[src/rtl/key_conditioner.sv]
// Front-panel key conditioner: per-key synchroniser, debouncer, press/release
// edge pulses and auto-repeat action pulses for held keys.
module key_conditioner #(
    parameter int                N_KEYS      = 4,
    parameter int                ACTIVE_LOW  = 1,
    parameter int                DEB_CYC     = 240000,
    parameter int                RPT_DLY_CYC = 6000000,
    parameter int                RPT_PER_CYC = 1200000,
    parameter logic [N_KEYS-1:0] REPEAT_MASK = N_KEYS'(4'b1100)
) (
    input  logic              clk,
    input  logic              rst,
    input  logic [N_KEYS-1:0] key_raw,
    output logic [N_KEYS-1:0] key_level,
    output logic [N_KEYS-1:0] key_press,
    output logic [N_KEYS-1:0] key_release,
    output logic [N_KEYS-1:0] key_act,
    output logic [N_KEYS-1:0] key_long
);

    localparam int DW = $clog2(DEB_CYC + 1);
    localparam int HW = $clog2(RPT_DLY_CYC + 1);
    localparam int PW = $clog2(RPT_PER_CYC + 1);

    localparam logic [DW-1:0] DEB_LAST  = DW'(DEB_CYC - 1);
    localparam logic [HW-1:0] HOLD_LAST = HW'(RPT_DLY_CYC - 1);
    localparam logic [PW-1:0] PER_LAST  = PW'(RPT_PER_CYC - 1);

    localparam logic [N_KEYS-1:0] POL_MASK = (ACTIVE_LOW != 0) ? '1 : '0;

    localparam logic [1:0] ST_IDLE = 2'd0;
    localparam logic [1:0] ST_HOLD = 2'd1;
    localparam logic [1:0] ST_RPT  = 2'd2;

    logic [N_KEYS-1:0] key_p;
    logic [N_KEYS-1:0] sync_s1;
    logic [N_KEYS-1:0] sync_s2;

    // Normalise polarity so that 1 always means pressed from here on.
    assign key_p = key_raw ^ POL_MASK;

    // NOTE: sequential state uses non-blocking assignments so every flop
    // samples the pre-edge value of its source regardless of block order.
    always_ff @(posedge clk) begin
        if (rst) begin
            sync_s1 <= '0;
            sync_s2 <= '0;
        end else begin
            sync_s1 <= key_p;
            sync_s2 <= sync_s1;
        end
    end

    for (genvar i = 0; i < N_KEYS; i++) begin : g_key
        logic [DW-1:0] deb_cnt;
        logic [HW-1:0] hold_cnt;
        logic [PW-1:0] per_cnt;
        logic [1:0]    state;
        logic          level_q;
        logic          press_q;
        logic          release_q;
        logic          act_q;
        logic          long_q;
        logic          mismatch;
        logic          accept;
        logic          rise;
        logic          fall;

        // A change is accepted on the edge where the counter would reach DEB_CYC.
        assign mismatch = sync_s2[i] ^ level_q;
        assign accept   = mismatch && (deb_cnt == DEB_LAST);
        assign rise     = accept && !level_q;
        assign fall     = accept && level_q;

        always_ff @(posedge clk) begin
            if (rst) begin
                deb_cnt   <= '0;
                hold_cnt  <= '0;
                per_cnt   <= '0;
                state     <= ST_IDLE;
                level_q   <= 1'b0;
                press_q   <= 1'b0;
                release_q <= 1'b0;
                act_q     <= 1'b0;
                long_q    <= 1'b0;
            end else begin
                if (!mismatch || accept) begin
                    deb_cnt <= '0;
                end else begin
                    deb_cnt <= deb_cnt + 1'b1;
                end

                if (accept) begin
                    level_q <= ~level_q;
                end

                press_q   <= rise;
                release_q <= fall;
                act_q     <= rise;

                if (fall) begin
                    // Release wins over a repeat due on the same edge.
                    state    <= ST_IDLE;
                    hold_cnt <= '0;
                    per_cnt  <= '0;
                    long_q   <= 1'b0;
                end else begin
                    case (state)
                        ST_IDLE: begin
                            if (rise) begin
                                state    <= ST_HOLD;
                                hold_cnt <= '0;
                            end
                        end
                        ST_HOLD: begin
                            if (hold_cnt == HOLD_LAST) begin
                                state   <= ST_RPT;
                                per_cnt <= '0;
                                long_q  <= 1'b1;
                                act_q   <= REPEAT_MASK[i];
                            end else begin
                                hold_cnt <= hold_cnt + 1'b1;
                            end
                        end
                        ST_RPT: begin
                            if (per_cnt == PER_LAST) begin
                                per_cnt <= '0;
                                act_q   <= REPEAT_MASK[i];
                            end else begin
                                per_cnt <= per_cnt + 1'b1;
                            end
                        end
                        default: begin
                            state <= ST_IDLE;
                        end
                    endcase
                end
            end
        end

        assign key_level[i]   = level_q;
        assign key_press[i]   = press_q;
        assign key_release[i] = release_q;
        assign key_act[i]     = act_q;
        assign key_long[i]    = long_q;
    end

endmodule
[config.mk]
export PLATFORM = sky130hd
export DESIGN_NAME = key_conditioner
export DESIGN_NICKNAME = d
export VERILOG_FILES = /design/src/rtl/key_conditioner.sv
export SDC_FILE = /design/constraint.sdc
export NUM_CORES = 1
export LEC_CHECK = 0
export BUFFER_PORTS_ARGS = -buffer_cell sky130_fd_sc_hd__buf_2
export CAP_MARGIN = 20
export CORE_MARGIN = 2
export CORE_UTILIZATION = 45
export CTS_CLUSTER_SIZE = 10
export DETAILED_ROUTE_END_ITERATION = 12
export HOLD_SLACK_MARGIN = 0.06
export PLACE_DENSITY = 0.7
export SYNTH_ARGS = -nofsm -noshare
export SYNTH_HDL_FRONTEND = slang
export SYNTH_SLANG_ARGS = --single-unit
[constraint.sdc]
create_clock -name clk -period 5.9 [get_ports clk]
set_input_delay 0 -clock clk [delete_from_list [all_inputs] [get_ports clk]]
set_output_delay 0 -clock clk [all_outputs]
set_load 0.005 [all_outputs]
# Word level (Yosys, flattened, before mapping)
# Index checks and enable logic that the tools add are counted.
op_classes:
  n_addsub: 12
  eq_ne: 32
  n_mux: 52
  n_bitwise: 13
  reduce_logical: 60
ops:
  columns: ["op", "n"]
  rows:
  - ["23-bit 2-to-1 mux", 8]
  - ["23-bit case mux with 2 select lines", 4]
  - ["21-bit 2-to-1 mux", 8]
  - ["21-bit case mux with 2 select lines", 4]
  - ["23-bit by 1-bit adder with 23-bit output (second input constant)", 4]
  - ["23-bit equality test (second input constant)", 4]
  - ["21-bit by 1-bit adder with 21-bit output (second input constant)", 4]
  - ["21-bit equality test (second input constant)", 4]
  - ["18-bit by 1-bit adder with 18-bit output (second input constant)", 4]
  - ["18-bit equality test (second input constant)", 4]
  - ["2-bit != test (second input constant)", 12]
  - ["2-bit case mux with 3 select lines", 4]
  - ["3-bit AND reduction", 8]
  - ["2-bit 2-to-1 mux", 8]
  - ["2-bit AND reduction", 8]
  - ["2-bit nonzero test", 8]
  - ["2-bit OR reduction", 8]
  - ["1-bit logical AND", 12]
  - ["1-bit 2-to-1 mux", 12]
  - ["2-bit by 1-bit equality test with 1-bit output (second input constant)", 4]
  - ["2-bit equality test (second input constant)", 4]
  - ["1-bit zero test", 8]
  - ["2-bit zero test", 4]
  - ["1-bit inverter", 8]
  - ["4 further kinds", 13]
totals:
  ff_bits: 284
  output_inout_bits: 20

# Logic depth before layout (Yosys ltp)
# Gate-level depths: netlist (run 1).
logic_depth:
  ltp_word: 6
  mapped_depth: 10
  ltp_nobuf: 8

# Worst setup path after synthesis (run 1)
# OpenSTA, ideal clock, no wires.
synth_path:
  path_kind: "register to register"
  from: "reg g_key[2].deb_cnt[0]"
  to: "reg g_key[2].hold_cnt[3]"
  setup_ns: 0.059
  t_arrival_ns: 2.167
  required_time_ns: 5.841
  setup_slack_ns: 3.674
  path_stages_with_launch: 9
  period_less_slack_ns: 2.226
  cell_sequence: "dfxtp_1 -> ha_1 -> and2_1 -> and4b_4 -> a41oi_4 -> or3_1 -> buf_2 -> or4_1 -> nand2_1"
synth_between:
  elab_chain_cells: 5
synth_lines:
  columns: ["element", "line_no", "text"]
  rows:
  - ["start, declared", "55", "logic [DW-1:0] deb_cnt;"]
  - ["start signal, assigned", "90", "deb_cnt <= deb_cnt + 1'b1;"]
  - ["18-bit equality test (*)", "71", "assign accept = mismatch && (deb_cnt == DEB_LAST);"]
  - ["1-bit logical AND (*)", "71", null]
  - ["1-bit logical AND", "72", "assign rise = accept && !level_q;"]
  - ["2-bit != test (no source line)", null, null]
  - ["3-bit AND reduction (no source line)", null, null]
  - ["end signal, assigned", "122", "hold_cnt <= hold_cnt + 1'b1;"]
  - ["end, declared", "56", "logic [HW-1:0] hold_cnt;"]
# Mark *: on every way between the ends. The rest lies on a longest branch, timed or not.
# A chain may end at the register's enable or synchronous reset.

# Worst setup path after layout (run 1)
layout_path:
  from: "reg g_key[2].hold_cnt[0]"
  to: "reg g_key[2].per_cnt[12]"
layout_between:
  elab_chain_cells: 3
layout_lines:
  columns: ["element", "line_no", "text"]
  rows:
  - ["23-bit equality test", "116", "if (hold_cnt == HOLD_LAST) begin"]
  - ["2-bit != test (no source line)", null, null]
  - ["2-bit AND reduction (no source line)", null, null]
  - ["end signal, assigned", "130", "per_cnt <= per_cnt + 1'b1;"]
  - ["end, declared", "57", "logic [PW-1:0] per_cnt;"]
# No other way between the ends.

==> impl_metrics.json, run 1 <==
{
  "clockRootBuffer": "clkbuf_16",
  "grt.overflow.total": 0,
  "ys_ff_latch": 284,
  "yosys-top-cells-count": "287 x nor2_1, 284 x dfxtp_1, 127 x nand2_1",
  "route.detailed.drc": 0,
  "path_common_cell": "nand3_1",
  "seqPwrFrac": 0.501,
  "ir_drop_uv": 216,
  "path_class": "register to register",
  "synth_ff_type": "dfxtp_1",
  "grt.total_usage": 0.173,
  "critPathArrivalTime_ns": 3.27,
  "fin_crit_ns": 2.83,
  "cts_tree": "built",
  "grt_max_degree": 31,
  "fin_tns_setup_ns": 0,
  "ys_async_sr_fraction": 0,
  "cts_setup_buffers": 0,
  "critPathLaunchType": "register",
  "instances_no_fill": 2042,
  "core_area_um2": 30400,
  "critical_path_required_ns": 6.34,
  "gp_congestion": 0.823,
  "numCtsBuffers": 34,
  "crit_buf_inv": 0,
  "skew_ns": 0.0119,
  "htree_levels": 2,
  "routedWlPerCell_um": 13.5,
  "p_total_w": 0.00385,
  "die_h_um": 179,
  "antenna_cells": 0,
  "drv_slew": 0,
  "firstDrtPassIters": 5,
  "p_sw_w": 0.000795,
  "cp-end-kind": "register",
  "worst_hold_slack_ns": 0.434,
  "drt_first_iter_violations": 750,
  "synth_most_common_cell": "nor2_1",
  "avgSynthCellArea_um2": 8.42,
  "drv_cap": 0,
  "synth_top_area_cell": "dfxtp_1",
  "synth_top_area_frac": 0.412,
  "start_util": 0.453,
  "synth_edf_count": 0,
  "synth.net_count": 1668,
  "via_count": 11200,
  "period_share": 0.480,
  "max_slew.worst_pin.slew_ns": 1.08,
  "cts.sinks": 284,
  "rsz0062_at_grt": "false",
  "p_clk_frac": 0.482,
  "p_int_w": 0.00305,
  "place_inst": 1989,
  "cp_top_family": "simple AND/OR/NAND/NOR gates",
  "slowest_delay_ns": 0.59,
  "hold_path_class": "register to register",
  "worstPathCellList": "ha_1, nand2_1, or4_4, o21ai_2, nand3_1, or4_1, nand3_1",
  "synth_cell_types": 78,
  "io_buffers": 25,
  "grt_pass1_wl_um": 47300,
  "clockBufferDepth": 3,
  "antenna_found_initial": 0,
  "insertion_delay_ns": 0.50,
  "pin_count": 26,
  "drive_above_1_share": 0.0668,
  "die_area_um2": 32100,
  "netlist_instances": 1638,
  "max_slew_margin": 0.277,
  "finalSetupViolations": 0,
  "nNetsFinal": 1669,
  "syn_area_um2": 13800,
  "grt_pass1_vias": 10500,
  "crit_slowest_cell": "or4_4",
  "syn_to_final_growth_pct": 9.86,
  "p_sw_frac": 0.207,
  "wl_um": 27700,
  "hold_violations": 0,
  "die_w_um": 179,
  "yosys_warnings": 0,
  "outcome": "finished, final reports clean",
  "fmax_ghz": 0.353,
  "rows": 64,
  "clk_pin_slew_ns": 0.05,
  "dp_hpwl_um": 18300,
  "leakage_nw": 4.80,
  "critPathMaxFanout": 16,
  "yosys-top-cells-area": "dfxtp_1 41%, nor2_1 7.8%, xnor2_1 7.1%",
  "viasPerCell": 5.48,
  "antenna_left": 0,
  "ys_seq_area_frac": 0.412,
  "power_density_nw_per_um2": 254,
  "p_comb_frac": 0.017
}
==> cells by family after synthesis <==
logic type      Yosys count  share of synthesized area
compound gates          149                     0.0728
fa+ha+maj                24                     0.0218
xor+xnor                187                      0.119
simple gates            872                      0.331
buf+inv                 116                     0.0391
mux                       6                    0.00444
flops                   284                      0.412
==> state kept, by name (all words and copies together) (netlist names), 8 cells and up <==
| signal | cells |
|---|---|
| g_key.state | 8 |
| g_key.hold_cnt | 92 |
| g_key.per_cnt | 84 |
| g_key.deb_cnt | 72 |
==> layer usage <==
metal | vias to the layer above | track usage | routed length, um
li1 | 5723 | - | -
met1 | 5256 | 0.226 | 13400
met2 | 164 | 0.293 | 12800
met3 | 41 | 0.0288 | 965
met4 | 0 | 0.0528 | 565
met5 | - | 0 | 0
==> power by group through the flow <==
stage / registers [W] / clock network [W] / logic (W)
floorplan: 0.00197 / 0 / 0.0000450
global placement: 0.00197 / 0 / 0.0000606
detailed placement: 0.00197 / 0 / 0.0000615
CTS: 0.00193 / 0.00192 / 0.0000664
global route: 0.00193 / 0.00199 / 0.0000740
finish: 0.00193 / 0.00185 / 0.0000653
==> path summary, 6_finish.rpt <==
kind                                      from                                end  slack, ns  depth (start not counted)
max          g_key[2].hold_cnt[0]$_SDFFE_PP0P_  g_key[2].per_cnt[12]$_SDFFE_PP0P_       3.07                          7
min reg2reg              sync_s1[1]$_SDFF_PP0_              sync_s2[1]$_SDFF_PP0_       0.43                          1
max reg2reg  g_key[2].hold_cnt[0]$_SDFFE_PP0P_  g_key[2].per_cnt[12]$_SDFFE_PP0P_       3.07                          7
min                      sync_s1[1]$_SDFF_PP0_              sync_s2[1]$_SDFF_PP0_       0.43                          1
==> what timing repair did <==
action,in CTS,in global routing
hold endpoints to repair,12,0
hold buffers,9,0
gates resized for setup,0,0
==> layout by cell type, fill, tap and decap left out, types with 15 or more instances in the layout <==
| master | Yosys | final |
|---|---|---|
| nor4_1 | 35 | 34 |
| nor4b_1 | 18 | 18 |
| buf_2 | 16 | 25 |
| nand4_1 | 68 | 68 |
| o21ai_0 | 25 | 25 |
| and3_1 | 27 | 27 |
| inv_1 | 39 | 39 |
| dfxtp_1 | 284 | 284 |
| nand2b_1 | 15 | 15 |
| ha_1 | 24 | 24 |
| nor2_1 | 287 | 287 |
| a21oi_1 | 48 | 48 |
| clkbuf_16 | 0 | 37 |
| nor3_1 | 47 | 47 |
| nand2_1 | 127 | 127 |
| or3_1 | 21 | 21 |
| nand3_1 | 105 | 105 |
| xor2_1 | 75 | 75 |
| xnor2_1 | 112 | 112 |
==> final cells by class <==
| cell class | instances | area, um^2 |
|---|---|---|
| fill | 2833 | 15300 |
| multi-input combinational | 1238 | 7600 |
| timing repair buffer | 42 | 283 |
| clock buffer | 43 | 948 |
| sequential | 284 | 5690 |
| tap | 396 | 495 |
| inverter | 39 | 146 |
==> per-stage QoR <==
stage	utilization	instance area, um^2	setup WS [ns]
floorplan	-	13800	3.67
global placement	0.464	14100	2.91
detailed placement	0.464	14100	2.83
CTS	0.498	15100	2.82
global route	0.498	15200	2.85
finish	0.498	15200	3.07
==> worst reg2reg max path, delay by kind of cell (launching register included) <==
family	cells	cell delay, ns
AO/OA/AOI/OAI	1	0.59
adder cells (fa/ha/maj)	1	0.19
flip-flops	1	0.37
AND/OR/NAND/NOR	5	1.63
No activity file was read; power rests on OpenSTA's default activity.
==> run 2: changes to the inputs <==
--- a/config.mk
+++ b/config.mk
@@ -5,6 +5,7 @@
 export SDC_FILE = /design/constraint.sdc
 export NUM_CORES = 1
 export LEC_CHECK = 0
+export ABC_AREA = 1
 export BUFFER_PORTS_ARGS = -buffer_cell sky130_fd_sc_hd__buf_2
 export CAP_MARGIN = 20
 export CORE_MARGIN = 2
@@ -12,7 +13,7 @@
 export CTS_CLUSTER_SIZE = 10
 export DETAILED_ROUTE_END_ITERATION = 12
 export HOLD_SLACK_MARGIN = 0.06
-export PLACE_DENSITY = 0.7
+export PLACE_DENSITY = 0.73
 export SYNTH_ARGS = -nofsm -noshare
 export SYNTH_HDL_FRONTEND = slang
 export SYNTH_SLANG_ARGS = --single-unit
==> constraint.sdc (replaced) <==
create_clock -name clk -period 2.4 [get_ports clk]
set_input_delay 0 -clock clk [delete_from_list [all_inputs] [get_ports clk]]
set_output_delay 0 -clock clk [all_outputs]
set_load 0.005 [all_outputs]
==> run 2 against run 1 <==
  * Sequential share of layout area fell by 6.9 points
  * Cell area is 23% higher
  * Maximum frequency up 30%
  * Clock-buffer cell count increased by 5
  * Critical path type unchanged
  * Total power grew to 2.6 times the previous value
  * Combinational power rose by 100%
  * Clock skew is 0.0021 ns higher
  * Synthesized cell count grew 66%
  * Critical path depth rose by 6
==> impl_metrics.json, run 2 <==
{
  "drt_first_iter_violations": 980,
  "drv_cap": 0,
  "ys_ff_latch": 284,
  "via_count": 16500,
  "nNetsFinal": 2764,
  "yosys-top-cells-count": "781 x nand2_1, 522 x nor2_1, 284 x dfxtp_1",
  "critPathMaxFanout": 23,
  "clk_pin_slew_ns": 0.05,
  "cp-end-kind": "register",
  "ys_seq_area_frac": 0.335,
  "period_share": 0.909,
  "grt.overflow.total": 0,
  "synth_most_common_cell": "nand2_1",
  "synth_cell_types": 42,
  "hold_path_class": "register to register",
  "mostFrequentLayoutCells": "781 x nand2_1, 522 x nor2_1, 284 x dfxtp_1",
  "grt.total_usage": 0.205,
  "cts.sinks": 284,
  "ir_drop_uv": 382,
  "max_slew.worst_pin.slew_ns": 0.545,
  "skew_ns": 0.0140,
  "critical_path_required_ns": 2.85,
  "cts_tree": "built",
  "outcome": "finished, final reports clean",
  "synth_ff_type": "dfxtp_1",
  "start_util": 0.454,
  "hold_path_end": "sync_s2[1]$_SDFF_PP0_",
  "hold_violations": 0,
  "numCtsBuffers": 36,
  "synth_top_area_frac": 0.335,
  "final_common_cell": "nand2_1",
  "netlist_instances": 2713,
  "reg2reg_slack_ns": 0.22,
  "pin_count": 26,
  "antenna_cells": 0,
  "r2r_end": "g_key[3].hold_cnt[1]$_SDFFE_PP0P_",
  "fmax_ghz": 0.458,
  "hold_start": "sync_s1[1]$_SDFF_PP0_",
  "yosys-top-cells-area": "dfxtp_1 34%, nand2_1 17%, nor2_1 12%",
  "max_slew_margin": 0.636,
  "power_density_nw_per_um2": 533,
  "die_area_um2": 39300,
  "yosys_warnings": 0,
  "rows": 71,
  "grt_pass1_vias": 15500,
  "fin_crit_ns": 2.18,
  "drv_slew": 0,
  "route.detailed.drc": 0,
  "critPathLaunchType": "register",
  "clockBufferDepth": 3,
  "io_buffers": 25,
  "top_register": "g_key.hold_cnt",
  "largestRegisters": "g_key.hold_cnt (92), g_key.per_cnt (84), g_key.deb_cnt (72)",
  "instances_no_fill": 3258,
  "core_area_um2": 37400,
  "ys_async_sr_fraction": 0,
  "avgSynthCellArea_um2": 6.25,
  "r2r_cells": 13,
  "routedWlPerCell_um": 12.1,
  "dp_hpwl_um": 28500,
  "die_w_um": 198,
  "grt_pass1_wl_um": 69000,
  "clockRootBuffer": "clkbuf_16",
  "wl_um": 39400,
  "place_inst": 3198,
  "path_class": "register to register",
  "final_util": 0.497,
  "die_h_um": 198,
  "gp_congestion": 0.950,
  "viasPerCell": 5.07,
  "htree_levels": 2,
  "synth_edf_count": 0,
  "synth.net_count": 2743,
  "synth_top_area_cell": "dfxtp_1",
  "leakage_nw": 6.14,
  "antenna_found_initial": 0,
  "drive_above_1_share": 0.0655,
  "finalSetupViolations": 0,
  "firstDrtPassIters": 5,
  "r2r-start": "g_key[3].hold_cnt[0]$_SDFFE_PP0P_",
  "antenna_left": 0,
  "fin_tns_setup_ns": 0,
  "largest_reg_flops": 92,
  "holdPathStages": 2,
  "syn_to_final_growth_pct": 9.48,
  "insertion_delay_ns": 0.52,
  "syn_area_um2": 17000,
  "critPathArrivalTime_ns": 2.63,
  "rsz0062_at_grt": "false",
  "grt_max_degree": 42
}
==> run 2: through the flow <==
| stage | hold WS [ns] | power (W) | cell area, um^2 | worst slack (ns) |
|---|---|---|---|---|
| 4_1_cts | 0.406 | 0.0101 | 18600 | 0.170 |
| 3_5_place_dp | 0.193 | 0.00495 | 17400 | 0.187 |
| 2_1_floorplan | 0.0667 | 0.00491 | 17000 | 0.553 |
| 5_1_grt | 0.426 | 0.0103 | 18600 | 0.0206 |
| 3_3_place_gp | 0.189 | 0.00495 | 17400 | 0.270 |
| 6_report | 0.405 | 0.00991 | 18600 | 0.219 |
==> run 2: final cells by class <==
class	count	area, um^2
flip-flops and latches	284	5690
multi-input cells	2085	9720
inverters	259	978
repair buffers	68	470
clock inverters	3	65.1
fillers	3760	18800
well taps	511	639
clock buffers	48	1010
==> run 2: critical path: stages, from the launching register on <==
cell and delay, ns:
dfxtp_1 0.43, ha_1 0.22, nand2_2 0.09, nor2_4 0.18, inv_2 0.06, nor2_2 0.13
nand3_2 0.11, nand2_4 0.11, nand2_4 0.13, nand2_4 0.25, inv_2 0.17, nand2_1 0.09
nand2_1 0.04, nor2_1 0.11
==> run 2: how the worst max path moves through the flow <==
stage                     depth (start not counted)                         startpoint                           endpoint  slack [ns]
after floorplan                                  13  g_key[1].hold_cnt[0]$_SDFFE_PP0P_  g_key[1].hold_cnt[0]$_SDFFE_PP0P_        0.55
after global placement                           12  g_key[0].hold_cnt[0]$_SDFFE_PP0P_  g_key[0].per_cnt[17]$_SDFFE_PP0P_        0.27
after detailed placement                         12  g_key[0].hold_cnt[0]$_SDFFE_PP0P_  g_key[0].per_cnt[17]$_SDFFE_PP0P_        0.19
after CTS                                        12  g_key[0].hold_cnt[0]$_SDFFE_PP0P_  g_key[0].per_cnt[17]$_SDFFE_PP0P_        0.17
after global routing                              9     g_key[1].deb_cnt[0]$_SDFF_PP0_  g_key[1].hold_cnt[9]$_SDFFE_PP0P_        0.02
final                                            13  g_key[3].hold_cnt[0]$_SDFFE_PP0P_  g_key[3].hold_cnt[1]$_SDFFE_PP0P_        0.22
==> run 2: power breakdown <==
part | switching, W | total, W | internal (W)
combinational | 0.0000955 | 0.000132 | 0.0000362
sequential | 0.00000449 | 0.00473 | 0.00473
clock | 0.00194 | 0.00504 | 0.00310
==> run 2: logic make-up after synthesis <==
| logic type | after synthesis | share of synthesized area |
|---|---|---|
| and+or+nand+nor | 1745 | 0.440 |
| buffers and inverters | 344 | 0.0922 |
| DFF | 284 | 0.335 |
| AOI/OAI and AO/OA | 231 | 0.0713 |
| xor gates and xnor gates | 85 | 0.0439 |
| adders and majority gates | 24 | 0.0177 |
==> run 2: layer usage <==
metal / share of wire / vias to the layer above / global-route usage / wire length [um]
met5: 0 / - / 0 / 0
met4: 0.026 / 0 / 0.0738 / 1040
li1: - / 8640 / - / -
met1: 0.47 / 7466 / 0.261 / 18400
met2: 0.46 / 335 / 0.350 / 18000
met3: 0.048 / 76 / 0.0320 / 1900
==> run 2: repair_timing <==
| item | in CTS | in global routing |
|---|---|---|
| endpoints found under the hold margin | 24 | 0 |
| hold buffers | 9 | 0 |
| buffers inserted | 0 | 0 |
| resized for setup | 0 | 3 |
| endpoints found under the setup margin | 0 | 6 |
